===== src/rtl/ldpc_pkg.sv =====
// Shared types and size helpers for the streaming LDPC encoder.
package ldpc_pkg;

   typedef enum logic {
      ST_ACCUM = 1'b0,
      ST_HOLD  = 1'b1
   } state_t;

   // Number of parity bits.
   function automatic int unsigned calc_m(input int unsigned n, input int unsigned k);
      return n - k;
   endfunction

   // Number of input beats per codeword.
   function automatic int unsigned calc_beats(input int unsigned k, input int unsigned p);
      return k / p;
   endfunction

   // Beat counter width, never narrower than one bit.
   function automatic int unsigned calc_cnt_w(input int unsigned k, input int unsigned p);
      int unsigned beats;
      beats = k / p;
      return (beats > 1) ? $clog2(beats) : 1;
   endfunction

endpackage


===== src/rtl/ldpc_encode_stream_row_accum.sv =====
// Combinational GF(2) parity increment for one input beat: XOR of the
// generator rows selected by the set info bits of this beat.
module gf2_row_accum
   import ldpc_pkg::*;
#(
   parameter int unsigned K = 3,
   parameter int unsigned M = 3,
   parameter int unsigned P = 1
) (
   input  logic [calc_cnt_w(K, P)-1:0] beat_cnt,
   input  logic [P-1:0]                s_bits,
   input  logic [K*M-1:0]              generator_p,
   output logic [M-1:0]                parity_incr
);

   // Row index of bit p in this beat is beat_cnt*P + p.
   always_comb begin
      parity_incr = '0;
      for (int unsigned p = 0; p < P; p++) begin
         parity_incr = parity_incr ^
            ({M{s_bits[p]}} & generator_p[(32'(beat_cnt) * P + p) * M +: M]);
      end
   end

endmodule


===== src/rtl/ldpc_encode_stream.sv =====
// Multi-cycle systematic linear-block encoder: takes P info bits per beat,
// accumulates parity over GF(2), then holds the full codeword until accepted.
module ldpc_encode_stream
   import ldpc_pkg::*;
#(
   parameter int unsigned N = 6,
   parameter int unsigned K = 3,
   parameter int unsigned P = 1
) (
   input  logic             clk,
   input  logic             rst_n,
   input  logic             i_en,
   input  logic [K*(N-K)-1:0] generator_p,
   input  logic             s_valid,
   output logic             s_ready,
   input  logic [P-1:0]     s_bits,
   output logic             m_valid,
   input  logic             m_ready,
   output logic [N-1:0]     m_codeword,
   output logic             busy
);

   localparam int unsigned M     = calc_m(N, K);
   localparam int unsigned BEATS = calc_beats(K, P);
   localparam int unsigned CNT_W = calc_cnt_w(K, P);

   if (K % P != 0) begin : g_bad_p
      $error("ldpc_encode_stream: K must be a multiple of P");
   end
   if (K >= N) begin : g_bad_k
      $error("ldpc_encode_stream: K must be less than N");
   end

   state_t             state, state_next;
   logic [CNT_W-1:0]   beat_cnt;
   logic [M-1:0]       parity, parity_incr, parity_next;
   logic [K-1:0]       info, info_next;
   logic               beat_fire;
   logic               last_beat;

   assign beat_fire = s_valid & s_ready;
   assign last_beat = (beat_cnt == CNT_W'(BEATS - 1));
   assign busy      = (state != ST_ACCUM) || (beat_cnt != '0);

   gf2_row_accum #(
      .K (K),
      .M (M),
      .P (P)
   ) u_row_accum (
      .beat_cnt    (beat_cnt),
      .s_bits      (s_bits),
      .generator_p (generator_p),
      .parity_incr (parity_incr)
   );

   // Info/parity values as they would be after taking the current beat.
   always_comb begin
      info_next = info;
      info_next[32'(beat_cnt) * P +: P] = s_bits;
      parity_next = parity ^ parity_incr;
   end

   // State register.
   always_ff @(posedge clk or negedge rst_n) begin
      if (!rst_n) begin
         state <= ST_ACCUM;
      end else begin
         state <= state_next;
      end
   end

   // Next-state and input-ready decode.
   always_comb begin
      state_next = state;
      s_ready    = 1'b0;
      unique case (state)
         ST_ACCUM: begin
            s_ready = i_en;
            if (s_valid && i_en && last_beat) begin
               state_next = ST_HOLD;
            end
         end
         ST_HOLD: begin
            if (m_ready) begin
               state_next = ST_ACCUM;
            end
         end
         default: state_next = ST_ACCUM;
      endcase
   end

   // Beat counter, accumulators and output codeword register.
   always_ff @(posedge clk or negedge rst_n) begin
      if (!rst_n) begin
         beat_cnt   <= '0;
         parity     <= '0;
         info       <= '0;
         m_valid    <= 1'b0;
         m_codeword <= '0;
      end else begin
         if (beat_fire) begin
            info   <= info_next;
            parity <= parity_next;
            if (last_beat) begin
               m_codeword <= {parity_next, info_next};
               m_valid    <= 1'b1;
               beat_cnt   <= '0;
            end else begin
               beat_cnt <= beat_cnt + 1'b1;
            end
         end
         if ((state == ST_HOLD) && m_ready) begin
            m_valid <= 1'b0;
            parity  <= '0;
         end
      end
   end

endmodule


===== config.mk =====
export PLATFORM = sky130hd
export DESIGN_NAME = ldpc_encode_stream
export DESIGN_NICKNAME = d
export VERILOG_FILES = /design/src/rtl/ldpc_pkg.sv /design/src/rtl/ldpc_encode_stream_row_accum.sv /design/src/rtl/ldpc_encode_stream.sv
export SDC_FILE = /design/constraint.sdc
export NUM_CORES = 1
export LEC_CHECK = 0
export CORE_MARGIN = 2
export CORE_UTILIZATION = 54
export CTS_BUF_LIST = sky130_fd_sc_hd__clkbuf_4 sky130_fd_sc_hd__clkbuf_8
export CTS_CLUSTER_DIAMETER = 120
export DETAILED_ROUTE_END_ITERATION = 6
export PLACE_DENSITY = 0.88
export SYNTH_ARGS = -nofsm -noshare
export SYNTH_HDL_FRONTEND = slang
export SYNTH_SLANG_ARGS = --single-unit

===== constraint.sdc =====
create_clock -name clk -period 4.26 [get_ports clk]
set_input_delay 1.278 -clock clk [delete_from_list [all_inputs] [get_ports clk]]
set_output_delay 1.278 -clock clk [all_outputs]
set_load 0.05 [all_outputs]

# Yosys cells after proc, flatten, opt, wreduce, memory -nomap -nowiden
# Cells that the tools add are included.
# word_totals
reg_bits,16
input_bits,15
output_inout_bits,9
# op_classes
n_addsub,2
multipliers,1
n_eq_ne,1
shift,3
muxes,11
n_bitwise,4
n_reduce_logical,9
# op_table
cell,count
$neg A2 Y34,1
$shift A1 B34 Y3 const A,1
$shiftx A1 B34 Y3,1
$shiftx A9 B33 Y3,1
$mux W1,6
$mux W3,2
$reduce_bool A2 Y1,3
$mul A2 B2 Y4 const B,1
$reduce_and A2 Y1,2
$and A3 B3 Y3,1
$bwmux W3,1
$logic_and A1 B1 Y1,3
$xor A3 B3 Y3,1
$add A2 B1 Y2 const B,1
$eq A2 B2 Y1 const B,1
$mux W2,1
$pmux W1 S2,1
$and A1 B1 Y1,1
$logic_or A1 B1 Y1,1
$not A1 Y1,1

# Depth between registers and ports, before layout
# Gate-level depths: netlist (run 1).
# depth
depth_word,6
depth_mapped,7
ltp_nobuf,6

# Cells and area by module
# A second synthesis (run 1) with hierarchy kept.
# hier_totals
hier_cells,91
hier_area_um2,949.7
# modules_own_cells
module,n_inst,cells_per_inst,area_each_um2,seq_area_each_um2
ldpc_encode_stream,1,78,852.1,400.4
gf2_row_accum,1,13,97.6,0.0

# Worst setup path before layout (run 1)
# OpenSTA, ideal clock, no wires.
# synth_path
path_type,input to output
start,in i_en
end,out s_ready
arrival_time_ns,1.985
required_time_ns,2.982
setup_slack_ns,0.997
path_stages,1
path_cell_list,nor2b_1
# synth_between
elab_chain_cells,1
# synth_lines
item,line_no,rtl
"start, declared",ldpc_encode_stream.sv:12,"input logic i_en,"
$mux W1,ldpc_encode_stream.sv:76,unique case (state)
"end, declared",ldpc_encode_stream.sv:15,"output logic s_ready,"
# Every way passes these cells.

# Worst setup path in the final report (run 1)
# Same ends and word-level chain as after synthesis.

==> flow_summary.ini, run 1 <==
[status]
status = complete, no violations

[pwr]
worst_vdd_drop_mv = 0.404
power.static_leakage_nw = 0.529
internal_power_mw = 0.397
power-per-cell-area_mw_per_mm2 = 628
share_comb_of_total_power = 0.543
power.total_mw = 0.753
seqPwrFrac = 0.351
clock_power_share = 0.106
net-switching-power_mw = 0.356
sw_frac_of_total = 0.473

[critical_path]
cpPeakStageDelay_ps = 510
timing.critical_path.fanout_max = 3
cp.required_ps = 2980
timing.critical_path.arrival_ps = 2130
critical_path.n_buffers_inverters = 2
crit_path_start_kind = primary input
worst_setup_path_end_kind = output port
slowest_stage = sky130_fd_sc_hd__clkdlybuf4s50_1
path_cells = clkdlybuf4s50_1 > nor2b_1 > buf_4
critical_path_class = primary input to output port
path_delay_family = buffers and inverters

[logic_synthesis]
synth.yosys.seq_area_share = 0.411
largest_family_of_logic_cells_by_synthesized_area = simple AND/OR/NAND/NOR gates
synth.area.mux_share = 0.0848
syn_area_um2 = 973
post_synth_xor_area_fraction = 0
yosys_register_bits = 16
yosys.area_share.adder = 0.0771
synth.net_count = 124
yosys_warns = 0
synth_simple_gate_area_frac = 0.213
syn_inst = 103
avgSynthCellArea_um2 = 9.45
synth_compound_area_frac = 0.134
synthDistinctLibCells = 29

[die]
die_width_um = 46.5
placement_rows = 15
boundaryPins = 24
coreArea_mm2 = 0.00171
chipHeight_um = 46.5
floorplan.die_area_mm2 = 0.00216
floorplan.initialDensity = 0.570

[route]
routed-wl-met2_um = 988
routed.top_layer = met4
routed_wl_um = 1980
antenna_violating_nets_post_route = 0
wl_met3_um = 88
drcViolationCount = 0
firstDrtPassIters = 5
via_per_inst = 5.38
num_vias = 796
routedWlPerCell_um = 13.4
drt-met1-wl_um = 880
drtIter0Drc = 6

[cts]
cts-resized-gates = 0
cts_sinks = 16
cts.hold.buffers_added = 0
clock_insertion_delay_worst_skew_ps = 280
cts-buffers-inserted = 3
cts.reportedPaths.clkPinSlew_ps = 90
cts.repair_timing.setup_buffer_count = 0
h-tree-depth = 1
clk_root_buffer_cell = sky130_fd_sc_hd__clkbuf_4
max-clock-path-buffers = 2
tritoncts = done

[placement]
place.detailed.hpwl_um = 1500
port_buffers = 23
finalWeightedCongestion = 0.721

[final_layout]
nets = 146
share_of_final_layout_standard_cells_stronger_than_drive_strength_1 = 0.0488
antenna-diode-count = 0
area_growth_pct = 23.3

[timing]
final-setup-viol-count = 0
max_clock_freq_mhz = 293
finalCriticalPeriod_ps = 3410
timing_worst_slew_pin_value_ps = 706
post-route-period-util = 0.801
timing_max_transition_violations_final = 0
fin_worst_skew_ps = 6.96
rsz0062_at_grt = false
final-hold-violation-count = 0
totalNegativeSetupSlack_ps = 0
slew_headroom = 0.528

[global_route]
first_global_vias = 714
grt_usage = 0.198
grt_first_pass_wirelength_um = 3000
grt_max_degree = 18
grt_antenna_before_repair = 0
globalRouteOverflowTotal = 0

[hold_path]
min-delay-path-class = flip-flop to flip-flop

[job]
cap_violations = 0
[placed cells by master (no fill, tap or decap)]
master / netlist / routed
sky130_fd_sc_hd__nor2b_1: 2 / 2
sky130_fd_sc_hd__nand3_1: 7 / 7
sky130_fd_sc_hd__nand3b_1: 4 / 4
sky130_fd_sc_hd__dfrtp_1: 16 / 16
sky130_fd_sc_hd__buf_4: 1 / 1
sky130_fd_sc_hd__a31oi_1: 1 / 1
sky130_fd_sc_hd__and3b_1: 1 / 1
sky130_fd_sc_hd__inv_1: 5 / 5
sky130_fd_sc_hd__o21ai_0: 2 / 2
sky130_fd_sc_hd__nor4b_1: 1 / 1
sky130_fd_sc_hd__o21ai_1: 8 / 8
sky130_fd_sc_hd__clkbuf_4: 0 / 3
sky130_fd_sc_hd__nor3_1: 2 / 2
sky130_fd_sc_hd__or4_1: 1 / 1
sky130_fd_sc_hd__o21a_1: 1 / 1
sky130_fd_sc_hd__nand4b_2: 1 / 1
sky130_fd_sc_hd__nand4_1: 2 / 2
sky130_fd_sc_hd__a21oi_1: 5 / 5
sky130_fd_sc_hd__a21o_1: 2 / 2
sky130_fd_sc_hd__clkdlybuf4s50_1: 0 / 22
sky130_fd_sc_hd__a211o_1: 2 / 2
sky130_fd_sc_hd__nor2_1: 3 / 3
sky130_fd_sc_hd__mux2_1: 2 / 2
sky130_fd_sc_hd__ha_1: 6 / 6
sky130_fd_sc_hd__o2111ai_1: 1 / 1
sky130_fd_sc_hd__nand2_1: 15 / 15
sky130_fd_sc_hd__mux2i_1: 6 / 6
sky130_fd_sc_hd__inv_2: 1 / 1
[registers in the layout, indices dropped and copies added, names as in the netlist]
name	count
beat_cnt	2
info	3
state	1
parity	3
m_valid	1
m_codeword	6
[synthesized netlist by cell type]
library cell / count / area share
sky130_fd_sc_hd__mux2i_1: 6 / 0.062
sky130_fd_sc_hd__a31oi_1: 1 / 0.0064
sky130_fd_sc_hd__o21ai_1: 8 / 0.041
sky130_fd_sc_hd__nor4b_1: 1 / 0.0090
sky130_fd_sc_hd__buf_4: 1 / 0.0077
sky130_fd_sc_hd__nand3_1: 7 / 0.036
sky130_fd_sc_hd__ha_1: 6 / 0.077
sky130_fd_sc_hd__a211o_1: 2 / 0.018
sky130_fd_sc_hd__buf_8: 1 / 0.015
sky130_fd_sc_hd__nand4b_2: 1 / 0.015
sky130_fd_sc_hd__and3b_1: 1 / 0.0090
sky130_fd_sc_hd__or4_1: 1 / 0.0077
sky130_fd_sc_hd__a21o_1: 2 / 0.015
sky130_fd_sc_hd__o21a_1: 1 / 0.0077
sky130_fd_sc_hd__a21oi_1: 5 / 0.026
sky130_fd_sc_hd__inv_2: 1 / 0.0039
sky130_fd_sc_hd__nor3_1: 2 / 0.010
sky130_fd_sc_hd__buf_2: 2 / 0.010
sky130_fd_sc_hd__nor2_1: 3 / 0.012
sky130_fd_sc_hd__nor2b_1: 2 / 0.013
sky130_fd_sc_hd__o2111ai_1: 1 / 0.0090
sky130_fd_sc_hd__dfrtp_1: 16 / 0.41
sky130_fd_sc_hd__nand3b_1: 4 / 0.031
sky130_fd_sc_hd__nand2_1: 15 / 0.058
sky130_fd_sc_hd__inv_1: 5 / 0.019
sky130_fd_sc_hd__nand4_1: 2 / 0.013
sky130_fd_sc_hd__buf_6: 2 / 0.023
sky130_fd_sc_hd__mux2_1: 2 / 0.023
sky130_fd_sc_hd__o21ai_0: 2 / 0.010
[power by group through the flow]
stage          sequential [mW]  combinational, mW  clock [mW]
2_1_floorplan            0.331              0.241           0
3_3_place_gp             0.263              0.396           0
3_5_place_dp             0.268              0.409           0
4_1_cts                  0.265              0.410      0.0817
5_1_grt                  0.276              0.440      0.0845
6_report                 0.265              0.409      0.0797
[layer usage]
| layer | global-route usage | vias to the layer above |
|---|---|---|
| met3 | 0.0235 | 4 |
| li1 | - | 401 |
| met2 | 0.350 | 22 |
| met5 | 0 | - |
| met1 | 0.246 | 369 |
| met4 | 0.0686 | 0 |
[cell type report]
type,count,area (µm²)
Fill cell,132,508
Multi-Input combinational cell,75,495
Sequential cell,16,400
Timing Repair Buffer,23,228
Tap cell,25,31.3
Clock buffer,3,22.5
Inverter,6,22.5
[worst paths after layout]
path / start / end / slack (ps) / cells past startpoint
max in group asynchronous: rst_n / parity[0] / 2400 / 1
max: i_en / s_ready / 850 / 3
min reg2reg: m_codeword[3] / m_codeword[3] / 490 / 2
min: m_codeword[3] / m_codeword[3] / 490 / 2
min in group asynchronous: rst_n / info[2] / 1410 / 1
max reg2reg: beat_cnt[0] / m_codeword[4] / 2230 / 5
[worst reg2reg max path, cell delays in order (launching register included)]
cell and delay, ps:
sky130_fd_sc_hd__dfrtp_1 520, sky130_fd_sc_hd__inv_2 160, sky130_fd_sc_hd__ha_1 240, sky130_fd_sc_hd__nand4b_2 370, sky130_fd_sc_hd__or4_1 580, sky130_fd_sc_hd__nand3_1 90
[kinds of logic after synthesis]
kind of cell | count (synthesis)
buf+inv | 12
compound gates | 22
mux | 8
simple gates | 39
flops | 16
fa+ha+maj | 6
[through the flow]
step	utilization	cell area, µm²	std cells	hold slack [ps]	setup WS, ps
detailed placement	0.689	1180	145	468	851
finish	0.703	1200	148	490	848
CTS	0.703	1200	148	493	845
global placement	0.689	1180	145	463	872
floorplan	-	973	103	464	997
global route	0.703	1200	148	522	740
Power figures use the tool's default switching activity.
==> run 2: changes to the inputs <==
--- a/config.mk
+++ b/config.mk
@@ -6,11 +6,11 @@
 export NUM_CORES = 1
 export LEC_CHECK = 0
 export CORE_MARGIN = 2
-export CORE_UTILIZATION = 54
+export CORE_UTILIZATION = 50
 export CTS_BUF_LIST = sky130_fd_sc_hd__clkbuf_4 sky130_fd_sc_hd__clkbuf_8
 export CTS_CLUSTER_DIAMETER = 120
 export DETAILED_ROUTE_END_ITERATION = 6
-export PLACE_DENSITY = 0.88
+export PLACE_DENSITY = 0.83
 export SYNTH_ARGS = -nofsm -noshare
 export SYNTH_HDL_FRONTEND = slang
 export SYNTH_SLANG_ARGS = --single-unit
==> constraint.sdc (replaced) <==
create_clock -name clk -period 3.3 [get_ports clk]
set_input_delay 0.99 -clock clk [delete_from_list [all_inputs] [get_ports clk]]
set_output_delay 0.99 -clock clk [all_outputs]
set_load 0.05 [all_outputs]
==> flow_summary.ini, run 2 (same netlist as run 1, synthesis figures left out) <==
[placement]
finalWeightedCongestion = 0.710
port_buffers = 23
numPlacedInstances = 147
place.detailed.hpwl_um = 1670

[pwr]
worst_vdd_drop_mv = 0.564
power-per-cell-area_mw_per_mm2 = 826
power.static_leakage_nw = 0.550

[die]
die_width_um = 48.1
coreArea_mm2 = 0.00178
chipHeight_um = 48.1
placement_rows = 15
floorplan.initialDensity = 0.546
floorplan.die_area_mm2 = 0.00232
boundaryPins = 24

[final_layout]
regMostFlops = m_codeword
area_growth_pct = 27.5
share_of_final_layout_standard_cells_stronger_than_drive_strength_1 = 0.0714
layout_common_cells = sky130_fd_sc_hd__clkdlybuf4s50_1 (22), sky130_fd_sc_hd__dfrtp_1 (16), sky130_fd_sc_hd__nand2_1 (15)
antenna-diode-count = 0
final_common_cell = sky130_fd_sc_hd__clkdlybuf4s50_1
final_cell_count_no_fill = 151
final_core_util = 0.696
biggestRegsByFlops = m_codeword: 6 flops, info: 3 flops, parity: 3 flops
largest_register_ff_count = 6
nets = 148

[critical_path]
timing.critical_path.fanout_max = 9
path_delay_family = buffers and inverters
critical_path.n_buffers_inverters = 2
worst-r2r-setup-slack_ps = 1380
crit_path_start_kind = flip-flop
critical_path_class = flip-flop to output port
worst_setup_path_end_kind = output port
slowest_stage = sky130_fd_sc_hd__clkdlybuf4s50_1
cp.required_ps = 2310
timing.critical_path.arrival_ps = 2150
cpPeakStageDelay_ps = 790
path_cells = inv_1 > ha_1 > nand2_1 > clkdlybuf4s50_1

[global_route]
first_global_vias = 762
grt_usage = 0.211
grt_max_degree = 17
grt_antenna_before_repair = 0
globalRouteOverflowTotal = 0
grt_first_pass_wirelength_um = 3310

[cts]
cts-resized-gates = 0
cts-buffers-inserted = 3
cts_sinks = 16
cts.reportedPaths.clkPinSlew_ps = 90
clk_root_buffer_cell = sky130_fd_sc_hd__clkbuf_4
cts.repair_timing.setup_buffer_count = 0
cts.hold.buffers_added = 0
h-tree-depth = 1
clock_insertion_delay_worst_skew_ps = 290
tritoncts = done
max-clock-path-buffers = 2

[status]
status = complete, no violations

[timing]
timing_worst_slew_pin_value_ps = 715
totalNegativeSetupSlack_ps = 0
final-setup-viol-count = 0
final-hold-violation-count = 0
timing_max_transition_violations_final = 0
post-route-period-util = 0.951
max_clock_freq_mhz = 319
finalCriticalPeriod_ps = 3140
fin_worst_skew_ps = 2.41
slew_headroom = 0.522
rsz0062_at_grt = false

[hold_path]
min-delay-path-class = flip-flop to flip-flop

[route]
num_vias = 841
antenna_violating_nets_post_route = 0
drcViolationCount = 0
routedWlPerCell_um = 14.5
routed_wl_um = 2190
firstDrtPassIters = 4
drtIter0Drc = 23
via_per_inst = 5.57

[job]
cap_violations = 0
[run 2: cell types whose count changed in the layout (fill, tap and decap cells not counted)]
cell | previous run | this run
sky130_fd_sc_hd__buf_12 | 0 | 1
sky130_fd_sc_hd__buf_4 | 1 | 2
sky130_fd_sc_hd__clkbuf_8 | 0 | 1
[run 2: worst paths after layout]
path / start / end / depth (start not counted)
max: beat_cnt[1] / busy / 4
max reg2reg: beat_cnt[0] / m_codeword[4] / 6
min in group asynchronous: rst_n / m_codeword[1] / 1
min: m_codeword[1] / m_codeword[1] / 2
max in group asynchronous: rst_n / beat_cnt[1] / 1
min reg2reg: m_codeword[1] / m_codeword[1] / 2
[run 2: layout make-up]
type / count / area [µm²]
Fill cell: 134 / 542
Sequential cell: 16 / 400
Multi-Input combinational cell: 75 / 495
Inverter: 6 / 22.5
Timing Repair Buffer: 25 / 255
Clock buffer: 4 / 36.3
Tap cell: 25 / 31.3
[run 2: report_power, final]
| group | internal, mW | switching, mW |
|---|---|---|
| sequential | 0.268 | 0.0785 |
| combinational | 0.210 | 0.337 |
| clock | 0.0672 | 0.0648 |
| total | 0.545 | 0.480 |
[run 2: worst reg2reg max path, stage by stage, from the launching register on]
cell and delay (ps):
sky130_fd_sc_hd__dfrtp_1 520, sky130_fd_sc_hd__inv_2 170, sky130_fd_sc_hd__ha_1 280, sky130_fd_sc_hd__nand4b_2 130, sky130_fd_sc_hd__buf_4 200, sky130_fd_sc_hd__or4_1 470
sky130_fd_sc_hd__nand3_1 90
[run 2: per-layer routing]
layer	GRT usage	part of all wire
met2	0.347	0.48
met1	0.262	0.44
met3	0.0481	0.056
met5	0	0
met4	0.103	0.023
[run 2: stage by stage]
| step | instance area, µm² | setup slack (ps) | total power [mW] | hold slack (ps) |
|---|---|---|---|---|
| floorplan | 973 | 613 | 0.738 | 464 |
| global placement | 1200 | 425 | 0.863 | 463 |
| detailed placement | 1200 | 399 | 0.893 | 475 |
| CTS | 1240 | 142 | 1.03 | 498 |
| global route | 1240 | 22.3 | 1.09 | 522 |
| finish | 1240 | 160 | 1.02 | 490 |
==> run 3: changes to the inputs <==
--- a/config.mk
+++ b/config.mk
@@ -7,7 +7,7 @@
 export LEC_CHECK = 0
 export CORE_MARGIN = 2
 export CORE_UTILIZATION = 50
-export CTS_BUF_LIST = sky130_fd_sc_hd__clkbuf_4 sky130_fd_sc_hd__clkbuf_8
+export CTS_BUF_LIST = sky130_fd_sc_hd__clkbuf_4
 export CTS_CLUSTER_DIAMETER = 120
 export DETAILED_ROUTE_END_ITERATION = 6
 export PLACE_DENSITY = 0.83
==> flow_summary.ini, run 3 (same netlist as run 1, synthesis figures left out) <==
[status]
status = complete, no violations

[route]
routed_wl_um = 2170
wl_met3_um = 165
num_vias = 851
drtIter0Drc = 19
firstDrtPassIters = 4
routed-wl-met2_um = 1080
routedWlPerCell_um = 14.4
antenna_violating_nets_post_route = 0
via_per_inst = 5.64
routed.top_layer = met4
drcViolationCount = 0
drt-met1-wl_um = 901

[timing]
max_clock_freq_mhz = 319
timing_worst_slew_pin_value_ps = 718
post-route-period-util = 0.950
totalNegativeSetupSlack_ps = 0
final-setup-viol-count = 0
slew_headroom = 0.520
fin_worst_skew_ps = 1.45
timing_max_transition_violations_final = 0
finalCriticalPeriod_ps = 3130
rsz0062_at_grt = false
final-hold-violation-count = 0

[pwr]
power.total_mw = 0.997
power-per-cell-area_mw_per_mm2 = 810
power.static_leakage_nw = 0.544
worst_vdd_drop_mv = 0.562

[die]
coreArea_mm2 = 0.00178
floorplan.initialDensity = 0.546
chipHeight_um = 48.1
floorplan.die_area_mm2 = 0.00232
boundaryPins = 24
placement_rows = 15
die_width_um = 48.1

[cts]
cts.repair_timing.setup_buffer_count = 0
tritoncts = done
cts-buffers-inserted = 3
clk_root_buffer_cell = sky130_fd_sc_hd__clkbuf_4
cts-resized-gates = 0
clock_insertion_delay_worst_skew_ps = 280
max-clock-path-buffers = 2
cts_sinks = 16
cts.hold.buffers_added = 0
cts.reportedPaths.clkPinSlew_ps = 100
h-tree-depth = 1

[final_layout]
final_common_cell = sky130_fd_sc_hd__clkdlybuf4s50_1
nFillCells = 135
regMostFlops = m_codeword
multiInputGateArea_um2 = 495
biggestRegsByFlops = m_codeword: 6 flops, info: 3 flops, parity: 3 flops
largest_register_ff_count = 6
area_growth_pct = 26.5
share_of_final_layout_standard_cells_stronger_than_drive_strength_1 = 0.0635
sequential_cell_area_um2 = 400
layout_common_cells = sky130_fd_sc_hd__clkdlybuf4s50_1 (22), sky130_fd_sc_hd__dfrtp_1 (16), sky130_fd_sc_hd__nand2_1 (15)
nets = 148
antenna-diode-count = 0

[critical_path]
worst-r2r-setup-slack_ps = 1400
path_delay_family = buffers and inverters
critical_path_class = flip-flop to output port
worst_setup_path_end_kind = output port
timing.critical_path.fanout_max = 9
path_cells = inv_1 > ha_1 > nand2_1 > clkdlybuf4s50_1
critical_path.n_buffers_inverters = 2
crit_path_start_kind = flip-flop
timing.critical_path.arrival_ps = 2140
slowest_stage = sky130_fd_sc_hd__clkdlybuf4s50_1
cp.required_ps = 2310
cpPeakStageDelay_ps = 790

[placement]
port_buffers = 23
place.detailed.hpwl_um = 1670
finalWeightedCongestion = 0.710

[global_route]
grt_usage = 0.205
grt_max_degree = 17
first_global_vias = 758
grt_first_pass_wirelength_um = 3260
grt_antenna_before_repair = 0
globalRouteOverflowTotal = 0

[hold_path]
min-delay-path-class = flip-flop to flip-flop

[job]
cap_violations = 0
[run 3: cell count changes in the layout (fill, tap and decap cells not counted), sizes merged]
cell,delta
clkbuf,-1
clkinv,+1
[run 3: where the power goes]
part           switching [mW]  internal (mW)  total [mW]
clock network          0.0630         0.0439       0.107
logic                   0.336          0.210       0.545
registers              0.0763          0.268       0.344
[run 3: worst paths after layout]
check	from	to	cells past startpoint
setup / recovery	beat_cnt[1]	busy	4
hold / removal	m_codeword[1]	m_codeword[1]	2
setup reg to reg	beat_cnt[0]	m_codeword[4]	6
hold reg to reg	m_codeword[1]	m_codeword[1]	2
max in group asynchronous	rst_n	m_codeword[5]	1
min in group asynchronous	rst_n	m_codeword[2]	1
[run 3: worst register-to-register path, delay by kind of cell, from the launching register on]
family                   cells  cell delay [ps]
AND/OR/NAND/NOR              3              690
buffers and inverters        2              370
flip-flops                   1              510
adder cells (fa/ha/maj)      1              280
[run 3: layer usage]
metal  track usage  vias up
li1              -      407
met3        0.0481        4
met1         0.255      406
met5             0        -
met4        0.0703        0
met2         0.349       34
[run 3: layout make-up]
class,instances,area share
timing repair buffer,25,0.207
tap,25,0.0254
sequential,16,0.325
inverter,6,0.0183
clock inverter,1,0.00305
multi-input combinational,75,0.402
clock buffer,3,0.0183
[run 3: through the flow]
step                instances  setup WS, ps  utilization  area (µm²)  hold slack [ps]
CTS                       151           148        0.691        1230              498
detailed placement        147           399        0.676        1200              475
floorplan                 103           613            -         973              464
finish                    151           167        0.691        1230              491
global placement          147           425        0.676        1200              463
global route              151          26.2        0.691        1230              522
